===== src/rtl/ifetch_pkg.sv =====
// Shared types and constants for the instruction fetch unit and its FIFOs.
package ifetch_pkg;

   localparam int INSTR_W = 32;
   localparam int PC_STEP = 4;
   localparam int PC_W    = 32;

   typedef enum logic [1:0] {
      IDLE  = 2'd0,
      FETCH = 2'd1,
      FLUSH = 2'd2
   } fetch_state_t;

   typedef struct packed {
      logic [PC_W-1:0]    pc;
      logic [INSTR_W-1:0] instr;
   } fetch_entry_t;

endpackage


===== src/rtl/ifetch_if.sv =====
// Instruction-memory request/response channel plus the instruction handshake toward the datapath.
interface ifetch_if
   import ifetch_pkg::*;
#(
   parameter int ADDR_W = 32
);

   logic               imem_req_valid;
   logic               imem_req_ready;
   logic [ADDR_W-1:0]  imem_addr;
   logic               imem_rsp_valid;
   logic [INSTR_W-1:0] imem_rsp_data;
   logic               instr_valid;
   logic               instr_ready;
   logic [INSTR_W-1:0] instruccion;
   logic [ADDR_W-1:0]  instr_pc;

   modport master (
      output imem_req_valid, imem_addr,
      input  imem_req_ready, imem_rsp_valid, imem_rsp_data,
      output instr_valid, instruccion, instr_pc,
      input  instr_ready
   );

   modport slave (
      input  imem_req_valid, imem_addr,
      output imem_req_ready, imem_rsp_valid, imem_rsp_data,
      input  instr_valid, instruccion, instr_pc,
      output instr_ready
   );

endinterface


===== src/rtl/ifetch_fifo.sv =====
// Synchronous FIFO of fetch entries with synchronous clear; push on a full FIFO is only
// accepted together with a pop, pop on an empty FIFO is ignored.
module ifetch_fifo
   import ifetch_pkg::*;
#(
   parameter  int DEPTH = 2,
   localparam int PTR_W = $clog2(DEPTH),
   localparam int CNT_W = PTR_W + 1
) (
   input  logic             clk,
   input  logic             rst_n,
   input  logic             clr,
   input  logic             push,
   input  logic             pop,
   input  fetch_entry_t     din,
   output fetch_entry_t     dout,
   output logic             full,
   output logic             empty,
   output logic [CNT_W-1:0] count
);

   localparam logic [CNT_W-1:0] DEPTH_C = CNT_W'(DEPTH);

   fetch_entry_t     mem_q [DEPTH];
   fetch_entry_t     mem_d [DEPTH];
   logic [PTR_W-1:0] wr_ptr_q, wr_ptr_d;
   logic [PTR_W-1:0] rd_ptr_q, rd_ptr_d;
   logic [CNT_W-1:0] count_q, count_d;
   logic             do_push, do_pop;

   always_comb begin
      do_pop   = pop && (count_q != '0);
      do_push  = push && ((count_q != DEPTH_C) || do_pop);
      mem_d    = mem_q;
      wr_ptr_d = wr_ptr_q;
      rd_ptr_d = rd_ptr_q;
      count_d  = count_q + CNT_W'(do_push) - CNT_W'(do_pop);
      if (do_push) begin
         mem_d[wr_ptr_q] = din;
         wr_ptr_d        = wr_ptr_q + PTR_W'(1);
      end
      if (do_pop) begin
         rd_ptr_d = rd_ptr_q + PTR_W'(1);
      end
      // Clear wins over any push/pop in the same cycle.
      if (clr) begin
         wr_ptr_d = '0;
         rd_ptr_d = '0;
         count_d  = '0;
      end
   end

   always_ff @(posedge clk or negedge rst_n) begin
      if (!rst_n) begin
         wr_ptr_q <= '0;
         rd_ptr_q <= '0;
         count_q  <= '0;
      end else begin
         wr_ptr_q <= wr_ptr_d;
         rd_ptr_q <= rd_ptr_d;
         count_q  <= count_d;
      end
   end

   always_ff @(posedge clk) begin
      mem_q <= mem_d;
   end

   assign dout  = mem_q[rd_ptr_q];
   assign full  = (count_q == DEPTH_C);
   assign empty = (count_q == '0);
   assign count = count_q;

endmodule


===== src/rtl/ifetch_unit.sv =====
// Instruction fetch unit: owns the PC, issues credit-limited word requests and buffers
// returned words for the datapath. Define IFETCH_STATS_EN to add fetch/stall counters.
module ifetch_unit
   import ifetch_pkg::*;
#(
   parameter int                ADDR_W    = 32,
   parameter logic [ADDR_W-1:0] RESET_PC  = '0,
   parameter int                BUF_DEPTH = 2
) (
   input  logic              clk,
   input  logic              rst_n,
   input  logic              en,
   input  logic              redirect_valid,
   input  logic [ADDR_W-1:0] redirect_pc,
   ifetch_if.master          bus
`ifdef IFETCH_STATS_EN
   ,
   output logic [31:0]       fetch_count,
   output logic [31:0]       stall_count
`endif
);

   localparam int                CNT_W    = $clog2(BUF_DEPTH) + 1;
   localparam logic [CNT_W:0]    DEPTH_C  = (CNT_W + 1)'(BUF_DEPTH);
   localparam logic [ADDR_W-1:0] ALIGN_MK = ~ADDR_W'(3);

   fetch_state_t      state_q, state_d;
   logic [ADDR_W-1:0] pc_q, pc_d;
   logic [CNT_W-1:0]  drop_cnt_q, drop_cnt_d;
   logic [CNT_W-1:0]  occupancy, outstanding, inflight_after;
   logic [CNT_W:0]    credit_used;
   logic              buf_full, buf_empty, pcq_full, pcq_empty;
   fetch_entry_t      buf_din, buf_head, pcq_din, pcq_head;
   logic              flush, req_valid, req_fire, rsp_in, rsp_accept, rsp_drop, pop_ok;

   always_comb begin
      flush       = redirect_valid;
      // Slots still owed to stale responses count against the buffer like live ones.
      credit_used = {1'b0, occupancy} + {1'b0, outstanding} + {1'b0, drop_cnt_q};
      req_valid   = (state_q == FETCH) && en && !flush && (credit_used < DEPTH_C)
                    && !pcq_full && !buf_full;
      req_fire    = req_valid && bus.imem_req_ready;
      rsp_drop    = bus.imem_rsp_valid && (drop_cnt_q != '0);
      rsp_accept  = bus.imem_rsp_valid && (drop_cnt_q == '0) && !pcq_empty;
      rsp_in      = rsp_accept || rsp_drop;
      pop_ok      = !buf_empty && bus.instr_ready && !flush;

      pcq_din.pc    = PC_W'(pc_q);
      pcq_din.instr = '0;
      buf_din       = pcq_head;
      buf_din.instr = bus.imem_rsp_data;

      inflight_after = outstanding + drop_cnt_q - CNT_W'(rsp_in);

      pc_d       = req_fire ? pc_q + ADDR_W'(PC_STEP) : pc_q;
      drop_cnt_d = drop_cnt_q - CNT_W'(rsp_drop);
      state_d    = state_q;
      if (flush) begin
         pc_d       = redirect_pc & ALIGN_MK;
         drop_cnt_d = inflight_after;
         if (!(state_q == IDLE && !en)) begin
            state_d = (inflight_after != '0) ? FLUSH : FETCH;
         end
      end else begin
         case (state_q)
            IDLE:    if (en) state_d = FETCH;
            FETCH:   if (!en && outstanding == '0) state_d = IDLE;
            FLUSH: begin
               if (!en)                     state_d = IDLE;
               else if (drop_cnt_d == '0)   state_d = FETCH;
            end
            default: state_d = IDLE;
         endcase
      end
   end

   always_ff @(posedge clk or negedge rst_n) begin
      if (!rst_n) begin
         state_q    <= IDLE;
         pc_q       <= RESET_PC;
         drop_cnt_q <= '0;
      end else begin
         state_q    <= state_d;
         pc_q       <= pc_d;
         drop_cnt_q <= drop_cnt_d;
      end
   end

   // Request PCs wait here until their word returns; its count is the outstanding total.
   ifetch_fifo #(.DEPTH(BUF_DEPTH)) u_pc_queue (
      .clk   (clk),
      .rst_n (rst_n),
      .clr   (flush),
      .push  (req_fire),
      .pop   (rsp_accept),
      .din   (pcq_din),
      .dout  (pcq_head),
      .full  (pcq_full),
      .empty (pcq_empty),
      .count (outstanding)
   );

   ifetch_fifo #(.DEPTH(BUF_DEPTH)) u_instr_buf (
      .clk   (clk),
      .rst_n (rst_n),
      .clr   (flush),
      .push  (rsp_accept),
      .pop   (pop_ok),
      .din   (buf_din),
      .dout  (buf_head),
      .full  (buf_full),
      .empty (buf_empty),
      .count (occupancy)
   );

   assign bus.imem_req_valid = req_valid;
   assign bus.imem_addr      = pc_q;
   assign bus.instr_valid    = !buf_empty;
   assign bus.instruccion    = buf_empty ? '0 : buf_head.instr;
   assign bus.instr_pc       = buf_empty ? '0 : ADDR_W'(buf_head.pc);

`ifdef IFETCH_STATS_EN
   logic [31:0] fetch_count_q, fetch_count_d;
   logic [31:0] stall_count_q, stall_count_d;

   always_comb begin
      fetch_count_d = fetch_count_q;
      stall_count_d = stall_count_q;
      if (pop_ok && fetch_count_q != '1) begin
         fetch_count_d = fetch_count_q + 32'd1;
      end
      if (bus.instr_ready && buf_empty && (state_q == FETCH || state_q == FLUSH)
          && stall_count_q != '1) begin
         stall_count_d = stall_count_q + 32'd1;
      end
   end

   always_ff @(posedge clk or negedge rst_n) begin
      if (!rst_n) begin
         fetch_count_q <= '0;
         stall_count_q <= '0;
      end else begin
         fetch_count_q <= fetch_count_d;
         stall_count_q <= stall_count_d;
      end
   end

   assign fetch_count = fetch_count_q;
   assign stall_count = stall_count_q;
`endif

endmodule


===== src/flat_wrapper.sv =====
// flat-port wrapper written by rule: the top's interface ports become plain ports
module ifetch_unit_flat import ifetch_pkg::*;
#(
   parameter int                ADDR_W    = 32,
   parameter logic [ADDR_W-1:0] RESET_PC  = '0,
   parameter int                BUF_DEPTH = 2
)
  (clk, rst_n, en, redirect_valid, redirect_pc, bus_imem_req_valid, bus_imem_addr, bus_imem_req_ready, bus_imem_rsp_valid, bus_imem_rsp_data, bus_instr_valid, bus_instruccion, bus_instr_pc, bus_instr_ready);
  ifetch_if #(.ADDR_W(ADDR_W)) bus_i ();
  input  logic clk;
  input  logic rst_n;
  input  logic en;
  input  logic redirect_valid;
  input  logic [ADDR_W-1:0] redirect_pc;
  output wire logic [$bits(bus_i.imem_req_valid)-1:0] bus_imem_req_valid;
  output wire logic [$bits(bus_i.imem_addr)-1:0] bus_imem_addr;
  input wire logic [$bits(bus_i.imem_req_ready)-1:0] bus_imem_req_ready;
  input wire logic [$bits(bus_i.imem_rsp_valid)-1:0] bus_imem_rsp_valid;
  input wire logic [$bits(bus_i.imem_rsp_data)-1:0] bus_imem_rsp_data;
  output wire logic [$bits(bus_i.instr_valid)-1:0] bus_instr_valid;
  output wire logic [$bits(bus_i.instruccion)-1:0] bus_instruccion;
  output wire logic [$bits(bus_i.instr_pc)-1:0] bus_instr_pc;
  input wire logic [$bits(bus_i.instr_ready)-1:0] bus_instr_ready;
  assign bus_imem_req_valid = bus_i.imem_req_valid;
  assign bus_imem_addr = bus_i.imem_addr;
  assign bus_i.imem_req_ready = bus_imem_req_ready;
  assign bus_i.imem_rsp_valid = bus_imem_rsp_valid;
  assign bus_i.imem_rsp_data = bus_imem_rsp_data;
  assign bus_instr_valid = bus_i.instr_valid;
  assign bus_instruccion = bus_i.instruccion;
  assign bus_instr_pc = bus_i.instr_pc;
  assign bus_i.instr_ready = bus_instr_ready;
  ifetch_unit #(.ADDR_W(ADDR_W), .RESET_PC(RESET_PC), .BUF_DEPTH(BUF_DEPTH)) u_core (.clk(clk), .rst_n(rst_n), .en(en), .redirect_valid(redirect_valid), .redirect_pc(redirect_pc), .bus(bus_i));
endmodule

===== config.mk =====
export PLATFORM = sky130hd
export DESIGN_NAME = ifetch_unit_flat
export DESIGN_NICKNAME = d
export VERILOG_FILES = /design/src/rtl/ifetch_pkg.sv /design/src/rtl/ifetch_if.sv /design/src/rtl/ifetch_fifo.sv /design/src/rtl/ifetch_unit.sv /design/src/flat_wrapper.sv
export SDC_FILE = /design/constraint.sdc
export NUM_CORES = 1
export LEC_CHECK = 0
export ABC_AREA = 1
export CAP_MARGIN = 15
export CORE_UTILIZATION = 55
export DETAILED_ROUTE_END_ITERATION = 8
export GPL_TIMING_DRIVEN = 0
export HOLD_SLACK_MARGIN = 0.06
export MAX_ROUTING_LAYER = met4
export PLACE_DENSITY = 0.8
export SLEW_MARGIN = 20
export SYNTH_ARGS = -nofsm -noshare
export SYNTH_HDL_FRONTEND = slang
export SYNTH_SLANG_ARGS = --single-unit

===== constraint.sdc =====
create_clock -name clk -period 9 [get_ports clk]
set_clock_uncertainty 0.2 [all_clocks]
set_input_delay 1.8 -clock clk [delete_from_list [all_inputs] [get_ports clk]]
set_output_delay 1.8 -clock clk [all_outputs]
set_load 0.05 [all_outputs]

==> results.sh <==
export IMPL_status="complete, no violations"
export IMPL_hpwl_um=16400
export IMPL_antenna_found_initial=0
export IMPL_timing_rr_end="u_core.u_pc_queue.mem_q[37]"
export IMPL_postCtsSetupBuffers=0
export IMPL_fin_cells=1438
export IMPL_rrSetupSlack_ps=5700
export IMPL_drive_above_1_share_pct=7.11
export IMPL_diodes=0
export IMPL_first_pass_iters=5
export IMPL_ff2ff_path_depth=12
export IMPL_numCtsBuffers=23
export IMPL_dr_total_vias=7668
export IMPL_htreeDepth=1
export IMPL_ioPinCount=169
export IMPL_grt_pass1_wl_um=36700
export IMPL_worst_pin_slew_ps=690
export IMPL_rsz0062_at_grt="no"
export IMPL_setup_viol=0
export IMPL_grt_overflow=0
export IMPL_synth_seq_area_share_pct=65.2
export IMPL_whs_endpoint="u_core.u_instr_buf.mem_q[38]"
export IMPL_cts_tree="built"
export IMPL_root_buffer="clkbuf_16"
export IMPL_via_per_inst=5.33
export IMPL_slew_limit_headroom_pct=54.0
export IMPL_cts_sinks=226
export IMPL_worstPathArrival_ps=3630
export IMPL_r2r_start="u_core.u_pc_queue.count[1]"
export IMPL_areaGrowthSynthToFinish_pct=27.8
export IMPL_grt_use_total_pct=26.1
export IMPL_io_buffers=161
export IMPL_routedWlPerCell_um=16.4
export IMPL_final_max_slew_violation_count=0
export IMPL_grt_pass1_vias=7378
export IMPL_endpoint_kind="output port"
export IMPL_ir_worst_vdd_mv=0.149
export IMPL_critPathMaxFanout=3
export IMPL_dieArea_um2=18900
export IMPL_row_count=49
export IMPL_required_ps=7000
export IMPL_gp_congestion=0.876
export IMPL_synth_edff_count=184
export IMPL_clk_pin_slew_worst_paths_ps=60
export IMPL_dp_cells=1397
export IMPL_ant_nets=0
export IMPL_multi_input_area_um2=3050
export IMPL_place_ws_ps=3360
export IMPL_die_y_um=137
export IMPL_post_dp_cell_area_um2=12200
export IMPL_drc=0
export IMPL_synth_seq_cells=226
export IMPL_min_path_type="reg2reg"
export IMPL_syn_area_um2=10100
export IMPL_postCtsHoldBufs=0
export IMPL_setup_tns_ps=0
export IMPL_worstHoldStart="u_core.u_pc_queue.mem_q[102]"
export IMPL_p_per_area_nw_per_um2=209
export IMPL_nNetsFinal=1274
export IMPL_core_area_um2=18000
export IMPL_ys_warn_count=0
export IMPL_startpoint_type="input port"
export IMPL_drt_initial_drc_count=771
export IMPL_syn_area_per_cell_um2=10.1
export IMPL_cts_resized=0
export IMPL_synth_main_ff_cell="edfxtp_1"
export IMPL_path_class="in2out"
export IMPL_min_path_cells=2
export IMPL_async_flop_share_pct=18.6
export IMPL_die_width_um=137
export IMPL_max_freq_mhz=178
export IMPL_grt_max_degree=36
export IMPL_clk_latency_ps=500
export IMPL_fillCellCount=1293
export IMPL_ys_types=34
export IMPL_fin_area_um2=12900
export IMPL_start_util_pct=56.2
export IMPL_fin_crit_sh_pct=62.6
export IMPL_min_period_ps=5630
export IMPL_p_leak_uw=0.00506
export IMPL_drt_total_wl_um=23600
export IMPL_hold_violations=0
export IMPL_cap_violations=0
export IMPL_setup_slack_ps=3370
export IMPL_netlist_instances=998
export IMPL_clockBufferDepth=3
export IMPL_seq_area_um2=6580
-- kinds of logic (layout without fill, tap and decap cells) --
family	Yosys count	after routing	share of synthesized area [%]
flip-flops	226	226	65.2
buffers and inverters	115	323	4.95
XOR/XNOR	14	14	1.22
adder cells (fa/ha/maj)	10	10	1.31
AO/OA/AOI/OAI	91	91	4.76
other	1	4	0.0372
AND/OR/NAND/NOR	541	541	22.6
-- how the worst max path moves through the flow --
stage                         start  slack [ps]                             to  cells after the start
finish                           en        3370             bus_imem_req_valid                      8
global route                     en        3310             bus_imem_req_valid                      8
CTS                              en        3360             bus_imem_req_valid                      8
detailed placement               en        3360             bus_imem_req_valid                      8
global placement    bus_instr_ready        1450   u_core.u_instr_buf.mem_q[64]                      7
floorplan            redirect_valid        3350  u_core.u_instr_buf.mem_q[100]                      6
-- layout by cell type (no fill, tap or decap), types with 2 or more instances in the layout --
master and count:
nand2_1 392, edfxtp_1 184, clkdlybuf4s50_1 160, nand3_1 69
a21oi_1 68, inv_1 62, nor2_1 43, dfrtp_1 42
clkbuf_1 35, clkbuf_16 23, o21ai_0 13, nor2_2 10
xnor2_1 9, clkinv_1 9, ha_1 9, nand3_2 8
o21bai_1 7, nor2_4 6, buf_6 5, xor2_1 5
nand2_2 4, buf_2 4, and2_1 4, buf_4 4
conb_1 4, buf_12 4, clkinv_2 3, clkbuf_8 3
buf_1 2, a21boi_0 2, bufinv_16 2, clkinv_4 2
buf_16 2
-- critical path, cell delays in order --
cell             delay (ps)
clkdlybuf4s50_1         500
inv_1                    90
nor2_4                  110
nand2_2                  70
nor2_4                  130
nand2_4                  80
inv_1                    60
clkdlybuf4s50_1         790
-- cell type report --
cell class | instances | share of cell area, %
flip-flops and latches | 226 | 51.0
plain buffers | 43 | 1.78
clock buffers | 33 | 4.99
multi-input cells | 660 | 23.7
inverters | 72 | 2.12
clock inverters | 8 | 0.747
repair buffers | 167 | 13.5
well taps | 229 | 2.22
-- state kept, by name, summed over array words and instances (netlist names) --
signal                       flops
u_core.bus.imem_addr            30
u_core.drop_cnt_q                2
u_core.state_q                   2
u_core.u_instr_buf.count         2
u_core.u_instr_buf.mem_q       124
u_core.u_instr_buf.rd_ptr_q      1
u_core.u_instr_buf.wr_ptr_q      1
u_core.u_pc_queue.count          2
u_core.u_pc_queue.mem_q         60
u_core.u_pc_queue.rd_ptr_q       1
u_core.u_pc_queue.wr_ptr_q       1
-- metal layers --
metal  GRT usage (%)  up-vias  share of wire, %
li1                -     3685                 -
met1            32.3     3632                40
met2            44.2      305                50
met3            3.83       46               7.5
met4            8.42        0               2.3
met5               -        -                 0
-- power by group --
part           internal, uW  switching [uW]
Clock                   554             381
Sequential             1180            56.6
Combinational           179             345
-- cells in the mapped netlist (2+ instances only) --
cell      number  area [um2]
nand2_1      392        1470
edfxtp_1     184        5530
nand3_1       69         345
a21oi_1       68         340
inv_1         63         236
nor2_1        46         173
dfrtp_1       42        1050
clkbuf_1      28         105
o21ai_0       13        65.1
nor2_2        10        62.6
ha_1           9         113
xnor2_1        9        78.8
clkinv_1       8        30.0
nand3_2        8        80.1
o21bai_1       7        52.6
buf_6          5        56.3
xor2_1         5        43.8
and2_1         4        25.0
buf_4          4        30.0
nand2_2        4        25.0
buf_2          3        15.0
nor2_4         3        33.8
a21boi_0       2        15.0
buf_1          2        7.51
-- stage by stage --
stage	power (uW)	hold WS (ps)	util [%]
detailed placement	1780	324	67.7
CTS	2700	340	71.8
global route	2800	358	71.8
global placement	1760	311	66.8
finish	2690	344	71.8
floorplan	1580	304	-
No activity file was read; power rests on OpenSTA's default activity.
